`config.mk`:
```
export PLATFORM = sky130hd
export DESIGN_NAME = board_rst_seq
export DESIGN_NICKNAME = d
export VERILOG_FILES = /design/src/rtl/board_rst_seq_pkg.sv /design/src/rtl/board_rst_cnt.sv /design/src/rtl/board_rst_seq.sv
export SDC_FILE = /design/constraint.sdc
export NUM_CORES = 1
export LEC_CHECK = 0
export CAP_MARGIN = 20
export CORE_ASPECT_RATIO = 1.2
export CORE_MARGIN = 1.5
export CORE_UTILIZATION = 55
export CTS_CLUSTER_DIAMETER = 80
export DETAILED_ROUTE_END_ITERATION = 6
export PLACE_DENSITY_LB_ADDON = 0.08
export SLEW_MARGIN = 20
export SYNTH_ARGS = -nofsm -noshare
export SYNTH_HDL_FRONTEND = slang
export SYNTH_SLANG_ARGS = --single-unit
```
`constraint.sdc`:
```
create_clock -name sys_clk -period 3.7 [get_ports sys_clk]
set_input_delay 0.74 -clock sys_clk [delete_from_list [all_inputs] [get_ports sys_clk]]
set_output_delay 0.74 -clock sys_clk [all_outputs]
set_load 0.02 [all_outputs]
```
`src/rtl/board_rst_seq_pkg.sv`:
```
// board_rst_seq_pkg
//   Shared types and width helpers for the board reset sequencer.
//   rst_seq_state_e : FSM state encoding, also driven out on the state port.
//   cnt_width       : width of the shared down-counter for the largest load.
//   safe_clog2      : $clog2 clamped to at least 1 bit.
package board_rst_seq_pkg;

  typedef enum logic [2:0] {
    IDLE      = 3'd0,
    HOLD      = 3'd1,
    RELEASE   = 3'd2,
    WAIT_LINK = 3'd3,
    RUN       = 3'd4,
    FAIL      = 3'd5
  } rst_seq_state_e;

  function automatic int unsigned cnt_width(input int unsigned a,
                                            input int unsigned b,
                                            input int unsigned c);
    int unsigned m;
    m = a;
    if (b > m) m = b;
    if (c > m) m = c;
    return $clog2(m + 1);
  endfunction

  function automatic int unsigned safe_clog2(input int unsigned n);
    return (n > 1) ? $clog2(n) : 1;
  endfunction

endpackage

```
`src/rtl/board_rst_cnt.sv`:
```
// board_rst_cnt
//   Loadable saturating down-counter shared by the sequencer phases.
//   clk      : clock
//   rst_n    : synchronous active-low reset (count -> 0)
//   load     : load load_val (takes priority over en)
//   load_val : value to load
//   en       : decrement by one, sticking at zero
//   zero     : count is zero
module board_rst_cnt #(
  parameter int unsigned WIDTH = 8
) (
  input  logic             clk,
  input  logic             rst_n,
  input  logic             load,
  input  logic [WIDTH-1:0] load_val,
  input  logic             en,
  output logic             zero
);

  logic [WIDTH-1:0] cnt;

  always_ff @(posedge clk) begin
    if (!rst_n) begin
      cnt <= '0;
    end else if (load) begin
      cnt <= load_val;
    end else if (en && (cnt != '0)) begin
      cnt <= cnt - 1'b1;
    end
  end

  assign zero = (cnt == '0);

endmodule

```
`src/rtl/board_rst_seq.sv`:
```
// board_rst_seq
//   Multi-channel reset sequencer: holds all channel resets, releases them in
//   staggered order, waits for all links up, and (with the watchdog compiled
//   in) re-sequences on link-up timeout or link drop up to MAX_RETRY times.
//   Optional feature macro: RST_SEQ_WATCHDOG_EN (timeout, retry, fail).
// Ports:
//   sys_clk   : sole clock
//   sys_rst_n : synchronous active-low reset
//   start     : level; 1 runs the sequence, 0 forces IDLE
//   link_up   : per-channel link status (sys_clk domain)
//   ch_rst_n  : per-channel active-low reset
//   done      : all links up (RUN)
//   fail      : retries exhausted (FAIL); tied 0 without watchdog
//   link_drop : one-cycle pulse on link loss in RUN
//   retry_cnt : re-sequences consumed; tied 0 without watchdog
//   state     : current FSM state encoding
module board_rst_seq
  import board_rst_seq_pkg::*;
#(
  parameter int unsigned NUM_CH         = 2,
  parameter int unsigned HOLD_CYCLES    = 500,
  parameter int unsigned STAGGER_CYCLES = 16,
  parameter int unsigned LINKUP_TIMEOUT = 65536,
  parameter int unsigned MAX_RETRY      = 3
) (
  input  logic                                   sys_clk,
  input  logic                                   sys_rst_n,
  input  logic                                   start,
  input  logic [NUM_CH-1:0]                      link_up,
  output logic [NUM_CH-1:0]                      ch_rst_n,
  output logic                                   done,
  output logic                                   fail,
  output logic                                   link_drop,
  output logic [safe_clog2(MAX_RETRY+1)-1:0]     retry_cnt,
  output logic [2:0]                             state
);

  localparam int unsigned CW = cnt_width(HOLD_CYCLES, STAGGER_CYCLES, LINKUP_TIMEOUT);
  localparam int unsigned RW = safe_clog2(MAX_RETRY + 1);
  localparam int unsigned IW = safe_clog2(NUM_CH);

  // Phase loads are one less than the phase length: the transition is taken
  // in the cycle the counter reads zero.
  localparam logic [CW-1:0] HOLD_LD  = CW'(HOLD_CYCLES - 1);
  localparam logic [CW-1:0] STAG_LD  = CW'(STAGGER_CYCLES - 1);
  localparam logic [IW-1:0] LAST_IDX = IW'(NUM_CH - 1);

`ifdef RST_SEQ_WATCHDOG_EN
  // WAIT_LINK spans LINKUP_TIMEOUT+1 cycles including the timeout cycle.
  localparam logic [CW-1:0] WAIT_LD   = CW'(LINKUP_TIMEOUT);
  localparam logic [RW-1:0] RETRY_MAX = RW'(MAX_RETRY);
  logic          fail_q;
  logic [RW-1:0] retry_q;
  logic          retry_ok;
  assign retry_ok  = (retry_q < RETRY_MAX);
  assign fail      = fail_q;
  assign retry_cnt = retry_q;
`else
  localparam logic [CW-1:0] WAIT_LD = '0;
  assign fail      = 1'b0;
  assign retry_cnt = '0;
`endif

  rst_seq_state_e st;
  logic [IW-1:0]  idx;
  logic           all_up;
  logic           cnt_load;
  logic [CW-1:0]  cnt_load_val;
  logic           cnt_en;
  logic           cnt_zero;

  assign all_up = &link_up;
  assign state  = st;

  board_rst_cnt #(.WIDTH(CW)) u_cnt (
    .clk      (sys_clk),
    .rst_n    (sys_rst_n),
    .load     (cnt_load),
    .load_val (cnt_load_val),
    .en       (cnt_en),
    .zero     (cnt_zero)
  );

  // Counter control mirrors the FSM transitions below so the next phase
  // starts with its length already loaded.
  always_comb begin
    cnt_load     = 1'b0;
    cnt_load_val = '0;
    cnt_en       = 1'b0;
    if (!start) begin
      cnt_load = 1'b1;
    end else begin
      case (st)
        IDLE: begin
          cnt_load     = 1'b1;
          cnt_load_val = HOLD_LD;
        end
        HOLD: begin
          if (cnt_zero) begin
            cnt_load     = 1'b1;
            cnt_load_val = (LAST_IDX == '0) ? WAIT_LD : STAG_LD;
          end else begin
            cnt_en = 1'b1;
          end
        end
        RELEASE: begin
          if (cnt_zero) begin
            cnt_load     = 1'b1;
            cnt_load_val = (idx == LAST_IDX) ? WAIT_LD : STAG_LD;
          end else begin
            cnt_en = 1'b1;
          end
        end
`ifdef RST_SEQ_WATCHDOG_EN
        WAIT_LINK: begin
          if (!all_up && cnt_zero) begin
            cnt_load     = 1'b1;
            cnt_load_val = retry_ok ? HOLD_LD : '0;
          end else begin
            cnt_en = 1'b1;
          end
        end
        RUN: begin
          if (!all_up) begin
            cnt_load     = 1'b1;
            cnt_load_val = retry_ok ? HOLD_LD : '0;
          end
        end
`endif
        default: ;
      endcase
    end
  end

  always_ff @(posedge sys_clk) begin
    if (!sys_rst_n || !start) begin
      st        <= IDLE;
      ch_rst_n  <= '0;
      done      <= 1'b0;
      link_drop <= 1'b0;
      idx       <= '0;
`ifdef RST_SEQ_WATCHDOG_EN
      fail_q    <= 1'b0;
      retry_q   <= '0;
`endif
    end else begin
      link_drop <= 1'b0;
      case (st)
        IDLE: begin
          ch_rst_n <= '0;
          idx      <= '0;
          st       <= HOLD;
        end
        HOLD: begin
          // Channel 0 is released on the HOLD exit edge itself.
          if (cnt_zero) begin
            ch_rst_n[0] <= 1'b1;
            if (LAST_IDX == '0) begin
              st <= WAIT_LINK;
            end else begin
              idx <= IW'(1);
              st  <= RELEASE;
            end
          end
        end
        RELEASE: begin
          if (cnt_zero) begin
            for (int unsigned k = 0; k < NUM_CH; k++) begin
              if (idx == IW'(k)) ch_rst_n[k] <= 1'b1;
            end
            if (idx == LAST_IDX) st <= WAIT_LINK;
            else                 idx <= idx + 1'b1;
          end
        end
        WAIT_LINK: begin
          if (all_up) begin
            done <= 1'b1;
            st   <= RUN;
          end
`ifdef RST_SEQ_WATCHDOG_EN
          else if (cnt_zero) begin
            ch_rst_n <= '0;
            idx      <= '0;
            if (retry_ok) begin
              retry_q <= retry_q + 1'b1;
              st      <= HOLD;
            end else begin
              fail_q <= 1'b1;
              st     <= FAIL;
            end
          end
`endif
        end
        RUN: begin
          if (!all_up) begin
            link_drop <= 1'b1;
            done      <= 1'b0;
`ifdef RST_SEQ_WATCHDOG_EN
            ch_rst_n  <= '0;
            idx       <= '0;
            if (retry_ok) begin
              retry_q <= retry_q + 1'b1;
              st      <= HOLD;
            end else begin
              fail_q <= 1'b1;
              st     <= FAIL;
            end
`else
            st <= WAIT_LINK;
`endif
          end
        end
        FAIL: begin
          ch_rst_n <= '0;
        end
        default: st <= IDLE;
      endcase
    end
  end

endmodule
```
==> flow_metrics.tcl <==
set metrics [dict create \
    drt_iter0_drc 54 \
    port_buffers 11 \
    drive_gt1_frac 0.0483 \
    synth-edff-count 0 \
    fillers 267 \
    synthesis.area_mm2 0.00159 \
    avgSynthCellArea_um2 7.74 \
    setup_violations 0 \
    power_density_mw_per_mm2 367 \
    final_util 0.609 \
    holdWs_ns 0.481 \
    startpoint_type "register" \
    drc_errors 0 \
    rr_endpoint "u_cnt.cnt[2]$_SDFFE_PN0P_" \
    hold_viol 0 \
    path_clk_slew_ns 0.14 \
    grtUsageTotal 0.250 \
    p_seq_frac 0.504 \
    chipHeight_um 61.8 \
    cts_htree_levels 1 \
    nNetsFinal 215 \
    peakVddDrop_mv 0.241 \
    p_leak_uw 0.000595 \
    crit_required_ns 2.96 \
    grt_start_max_net_pins 23 \
    cp_max_fo 22 \
    syn_inst 205 \
    dp_slack_ns 1.04 \
    final_antenna_net_count 0 \
    p_sw_frac 0.354 \
    min_period_ns 2.66 \
    rrSetupSlack_ns 1.57 \
    area_growth_pct 5.91 \
    slew_headroom 0.492 \
    cts_buffer_depth 2 \
    multiInputGateArea_um2 971 \
    antenna_found_initial 0 \
    critPathKind "reg -> out" \
    critPathTopFamily "flip-flops" \
    yosysUniqueCellTypes 48 \
    grt_setup_unrepaired "false" \
    rows 21 \
    ys_ff_latch 25 \
    slew_viol_final 0 \
    regArea_um2 500 \
    start_util 0.575 \
    tns_ns 0 \
    grt_pass1_wl_mm 6.15 \
    crit_cells 1 \
    cts_buffers 3 \
    clk_latency_ns 0.33 \
    coreArea_mm2 0.00276 \
    critPathCapture "state[0]" \
    critical-path-slowest-cell "dfxtp_1" \
    clock_skew_ns 0.00323 \
    drv_cap 0 \
    dieWidth_um 52.0 \
    num_vias 1545 \
    clock-root-buffer "clkbuf_4" \
    grt_pass1_vias 1403 \
    final_cell_mix "nor2_1 (26), dfxtp_1 (25), nand2_1 (19)" \
    cts_sinks 25 \
    status "finished, final reports clean" \
    clkPwrFrac 0.211 \
    tritoncts "built" \
    post_cts_buffers 0 \
    worstSetupEndpointType "primary output" \
    period_share 0.718 \
    drt-vias-per-instance 6.41 \
    antennaDiodeCount 0 \
    crit_chain "clkdlybuf4s50_1" \
    p_int_uw 399 \
    firstDrtPassIters 4 \
    layout_commonest_cell "nor2_1" \
    fmax_mhz 376 \
    p_comb_frac 0.284 \
    reg2regPathDepth 7 \
    die_area_mm2 0.00322 \
    post_cts_resized 0 \
    grt.overflow.total 0 \
    yosysWarnings 0 \
    ctsHoldBuffers 0 \
    routed_wl_mm 3.84 \
    worst-path-buf-inv 1 \
    power_switching_uw 218 \
    routedWlPerCell_um 15.9 \
    synth_flop_cell "dfxtp_1" \
    worst_ep_arrival_time_ns 1.92 \
    setup_ws_ns 1.04 \
    dp_hpwl_mm 2.69 \
    seq_area_frac_synth 0.315 \
    place_congestion 0.880 \
    cp_slowest_stage_delay_ns 0.84 \
    io-pin-count 15 \
    async_flop_share 0 \
    setup.worst_path.start "state[0]$_SDFFE_PP0P_" \
    r2r-start "u_cnt.cnt[0]$_SDFFE_PN0P_" \
    finalPower_uw 617 \
    worst_slew_pin_slew_ns 0.762 \
    hold_path.class "reg -> reg" \
]
[power groups by stage]
stage | clock (uW) | combinational (uW) | sequential [uW]
2_1_floorplan | 0 | 151 | 305
3_3_place_gp | 0 | 170 | 314
3_5_place_dp | 0 | 173 | 316
4_1_cts | 131 | 174 | 310
5_1_grt | 144 | 195 | 313
6_report | 130 | 175 | 311
[layer usage]
metal  share of wire  global-route usage  wire, um
met3           0.042              0.0311       161
met1            0.45               0.310      1720
met2            0.50               0.430      1900
met5               0                   0         0
met4           0.013               0.124        51
[kinds of logic after synthesis]
logic type,Yosys count,synth area share
simple gates,89,0.316
compound gates,56,0.222
flops,25,0.315
buf+inv,23,0.0773
xor+xnor,8,0.0442
fa+ha+maj,2,0.0158
other cells,1,0.00236
mux,1,0.00631
[per-stage QoR]
stage,cells,instance area [um2]
2_1_floorplan,207,1590
3_3_place_gp,237,1650
3_5_place_dp,237,1650
4_1_cts,241,1680
5_1_grt,241,1680
6_report,241,1680
[Yosys cell counts (2+ instances only)]
cell type  instances  area share
a31oi_1            8       0.032
nand2_1           19       0.045
buf_2              4       0.013
and2_1             3       0.012
nor4_4             3       0.040
dfxtp_1           25        0.32
a211oi_1           3       0.014
nor4b_1            2       0.011
nor3b_1            6       0.028
buf_6              2       0.014
inv_1              8       0.019
ha_1               2       0.016
o21ai_0            9       0.028
a221oi_1           2       0.011
nor4_1             5       0.020
clkbuf_1           3      0.0071
nor2_1            26       0.062
a21oi_1           15       0.047
a21o_1             3       0.014
nor2b_1            2      0.0079
o22ai_1            4       0.016
o21ai_1            2      0.0063
nand3_1            7       0.022
nand4_1            3       0.012
nor3_1             7       0.022
buf_4              4       0.019
xor2_1             7       0.039
[sequential cells by signal (all words and copies together) (netlist names)]
name and flops:
ch_rst_n 2, state 3, done 1, link_drop 1, u_cnt.cnt 17, idx 1
[worst min-delay path by stage]
stage | start | endpoint | slack (ns) | cells after the start
after global placement | done$_SDFFE_PP0P_ | done$_SDFFE_PP0P_ | 0.45 | 2
after detailed placement | done$_SDFFE_PP0P_ | done$_SDFFE_PP0P_ | 0.47 | 2
final | done$_SDFFE_PP0P_ | done$_SDFFE_PP0P_ | 0.48 | 2
after CTS | done$_SDFFE_PP0P_ | done$_SDFFE_PP0P_ | 0.48 | 2
after global routing | done$_SDFFE_PP0P_ | done$_SDFFE_PP0P_ | 0.50 | 2
after floorplan | u_cnt.cnt[16]$_SDFFE_PN0P_ | u_cnt.cnt[16]$_SDFFE_PN0P_ | 0.50 | 2
[tightest hold or removal path, cell delays in order (launching register included)]
cell	delay (ns)
dfxtp_1	0.35
nand2_1	0.05
a21oi_1	0.05
[cell type report]
cell class | count | area share
Tap cell | 34 | 0.0253
Inverter | 8 | 0.0179
Clock buffer | 4 | 0.0156
Multi-Input combinational cell | 159 | 0.578
Sequential cell | 25 | 0.298
Timing Repair Buffer | 11 | 0.0655
Note: power is estimated with default switching activity, not from simulation.
==> RTL edit (same flow settings) <==
`NUM_CH`: 2 -> 1.
--- a/src/rtl/board_rst_seq.sv
+++ b/src/rtl/board_rst_seq.sv
@@ -18,5 +18,5 @@
   import board_rst_seq_pkg::*;
 #(
-  parameter int unsigned NUM_CH         = 2,
+  parameter int unsigned NUM_CH         = 1,
   parameter int unsigned HOLD_CYCLES    = 500,
   parameter int unsigned STAGGER_CYCLES = 16,
Interface: changed (resized ch_rst_n and link_up); port bits go from 15 to 13. No check against the original RTL was run, so the function may have changed too.
==> RTL edit against the unedited design <==
Design area shrank 15%. Sequential cell count shrank 2. Area after synthesis is 17% lower. Routed wire length fell by 21%. Core utilization rose by 1.9 points. Total power down 14%. Setup slack better by 0.17 ns. Critical path type unchanged. Highest routed layer unchanged.
==> RTL edit: results <==
export IMPL_rr_worst_depth=6
export IMPL_placed_area_sq_mm=0.001406
export IMPL_gp_congestion=0.9029
export IMPL_worstMarginPinSlew_ns=0.7474
export IMPL_grt_pass1_vias=1212
export IMPL_drtPass1Iterations=4
export IMPL_r2r_slack_ns=1.30
export IMPL_cpPeakStageDelay_ns=0.72
export IMPL_dp_hpwl_microns=2239
export IMPL_cp_max_fo=18
export IMPL_rr_endpoint="u_cnt.cnt[16]"
export IMPL_synth_common_cells="dfxtp_1 (23), a21oi_1 (19), o21ai_0 (16), nor2_1 (12), nand2_1 (7)"
export IMPL_nets=168
export IMPL_worstSetupStartpoint="state[2]"
export IMPL_max_vdd_ir_drop_mv=0.2492
export IMPL_arrival_ns=1.75
export IMPL_dr_first_iter_drc_count=44
export IMPL_grt_max_degree=19
export IMPL_cp_top_family="buffers and inverters"
export IMPL_post_drt_wl_per_cell_microns=15.76
export IMPL_slowest_stage="clkdlybuf4s50_1"
export IMPL_p_leak_nw=0.5181
export IMPL_drive_gt1_share_pct=11.80
export IMPL_grt_pass1_wl_microns=5106
export IMPL_h_tree_depth=1
export IMPL_ys_types=42
export IMPL_viasPerCell=6.255
export IMPL_worstHoldEndpoint="u_cnt.cnt[12]"
export IMPL_synth_area_leaders="dfxtp_1 (35%), a21oi_1 (7.2%), o21ai_0 (6.1%), nor2_1 (3.4%), o31ai_1 (2.9%)"
export IMPL_worstHoldStart="u_cnt.cnt[12]"
export IMPL_fin_skew_ns=0.01205
export IMPL_status="finished clean"
export IMPL_synth_seq_area_share_pct=35.01
export IMPL_grt_usage_pct=25.82
export IMPL_fill_cells=218
## RTL edit: cell types whose count changed after synthesis, sizes merged, moves of 6 or more
cell | unedited run | this run
a31oi | 8 | 2
buf | 11 | 3
nand2 | 19 | 7
nand3 | 7 | 0
nor2 | 26 | 12
o21ai | 11 | 17
or3 | 0 | 7
## RTL edit: worst max path at each step
stage / to / slack (ns) / cells after the start
CTS: state[2] / 1.24 / 1
global route: u_cnt.cnt[16] / 1.07 / 6
floorplan: u_cnt.cnt[2] / 1.65 / 7
detailed placement: u_cnt.cnt[16] / 1.24 / 5
finish: state[2] / 1.21 / 1
global placement: u_cnt.cnt[16] / 1.31 / 5
## RTL edit: cells by family after synthesis
| family | after synthesis | synth area share [%] |
|---|---|---|
| other | 1 | 0.2852 |
| DFF | 23 | 35.01 |
| xor gates and xnor gates | 4 | 2.665 |
| buffers and inverters | 15 | 5.138 |
| AOI/OAI and AO/OA | 64 | 31.78 |
| and+or+nand+nor | 46 | 23.22 |
| adders and majority gates | 2 | 1.903 |
## RTL edit: metal layers
metal | vias to the layer above | track usage (%) | routed length [microns]
li1 | 601 | - | -
met1 | 559 | 28.89 | 1229
met2 | 34 | 44.98 | 1610
met3 | 7 | 4.180 | 142
met4 | 0 | 11.58 | 42
met5 | - | 0 | 0
## RTL edit: area by class of cell
type | count | area share, %
clock buffer | 3 | 1.571
clock inverter | 1 | 0.3490
inverter | 6 | 1.571
multi-input combinational | 119 | 55.41
sequential | 23 | 32.11
tap | 31 | 2.705
timing repair buffer | 9 | 6.283
## RTL edit: per-stage QoR
step                power, mW  setup slack [ns]  utilization, %  cells  hold slack, ns
CTS                    0.5280             1.243           62.83    192          0.5067
floorplan              0.3834             1.647               -    157          0.4574
detailed placement     0.4127             1.242           61.62    188          0.4892
finish                 0.5277             1.209           62.83    192          0.5016
global placement       0.4080             1.307           61.62    188          0.4746
global route           0.5561             1.073           62.83    192          0.5270
## RTL edit: power breakdown
group,switching [mW],internal (mW)
Combinational,0.0805,0.0566
Clock,0.0770,0.0405
Sequential,0.0153,0.258
Total,0.173,0.355
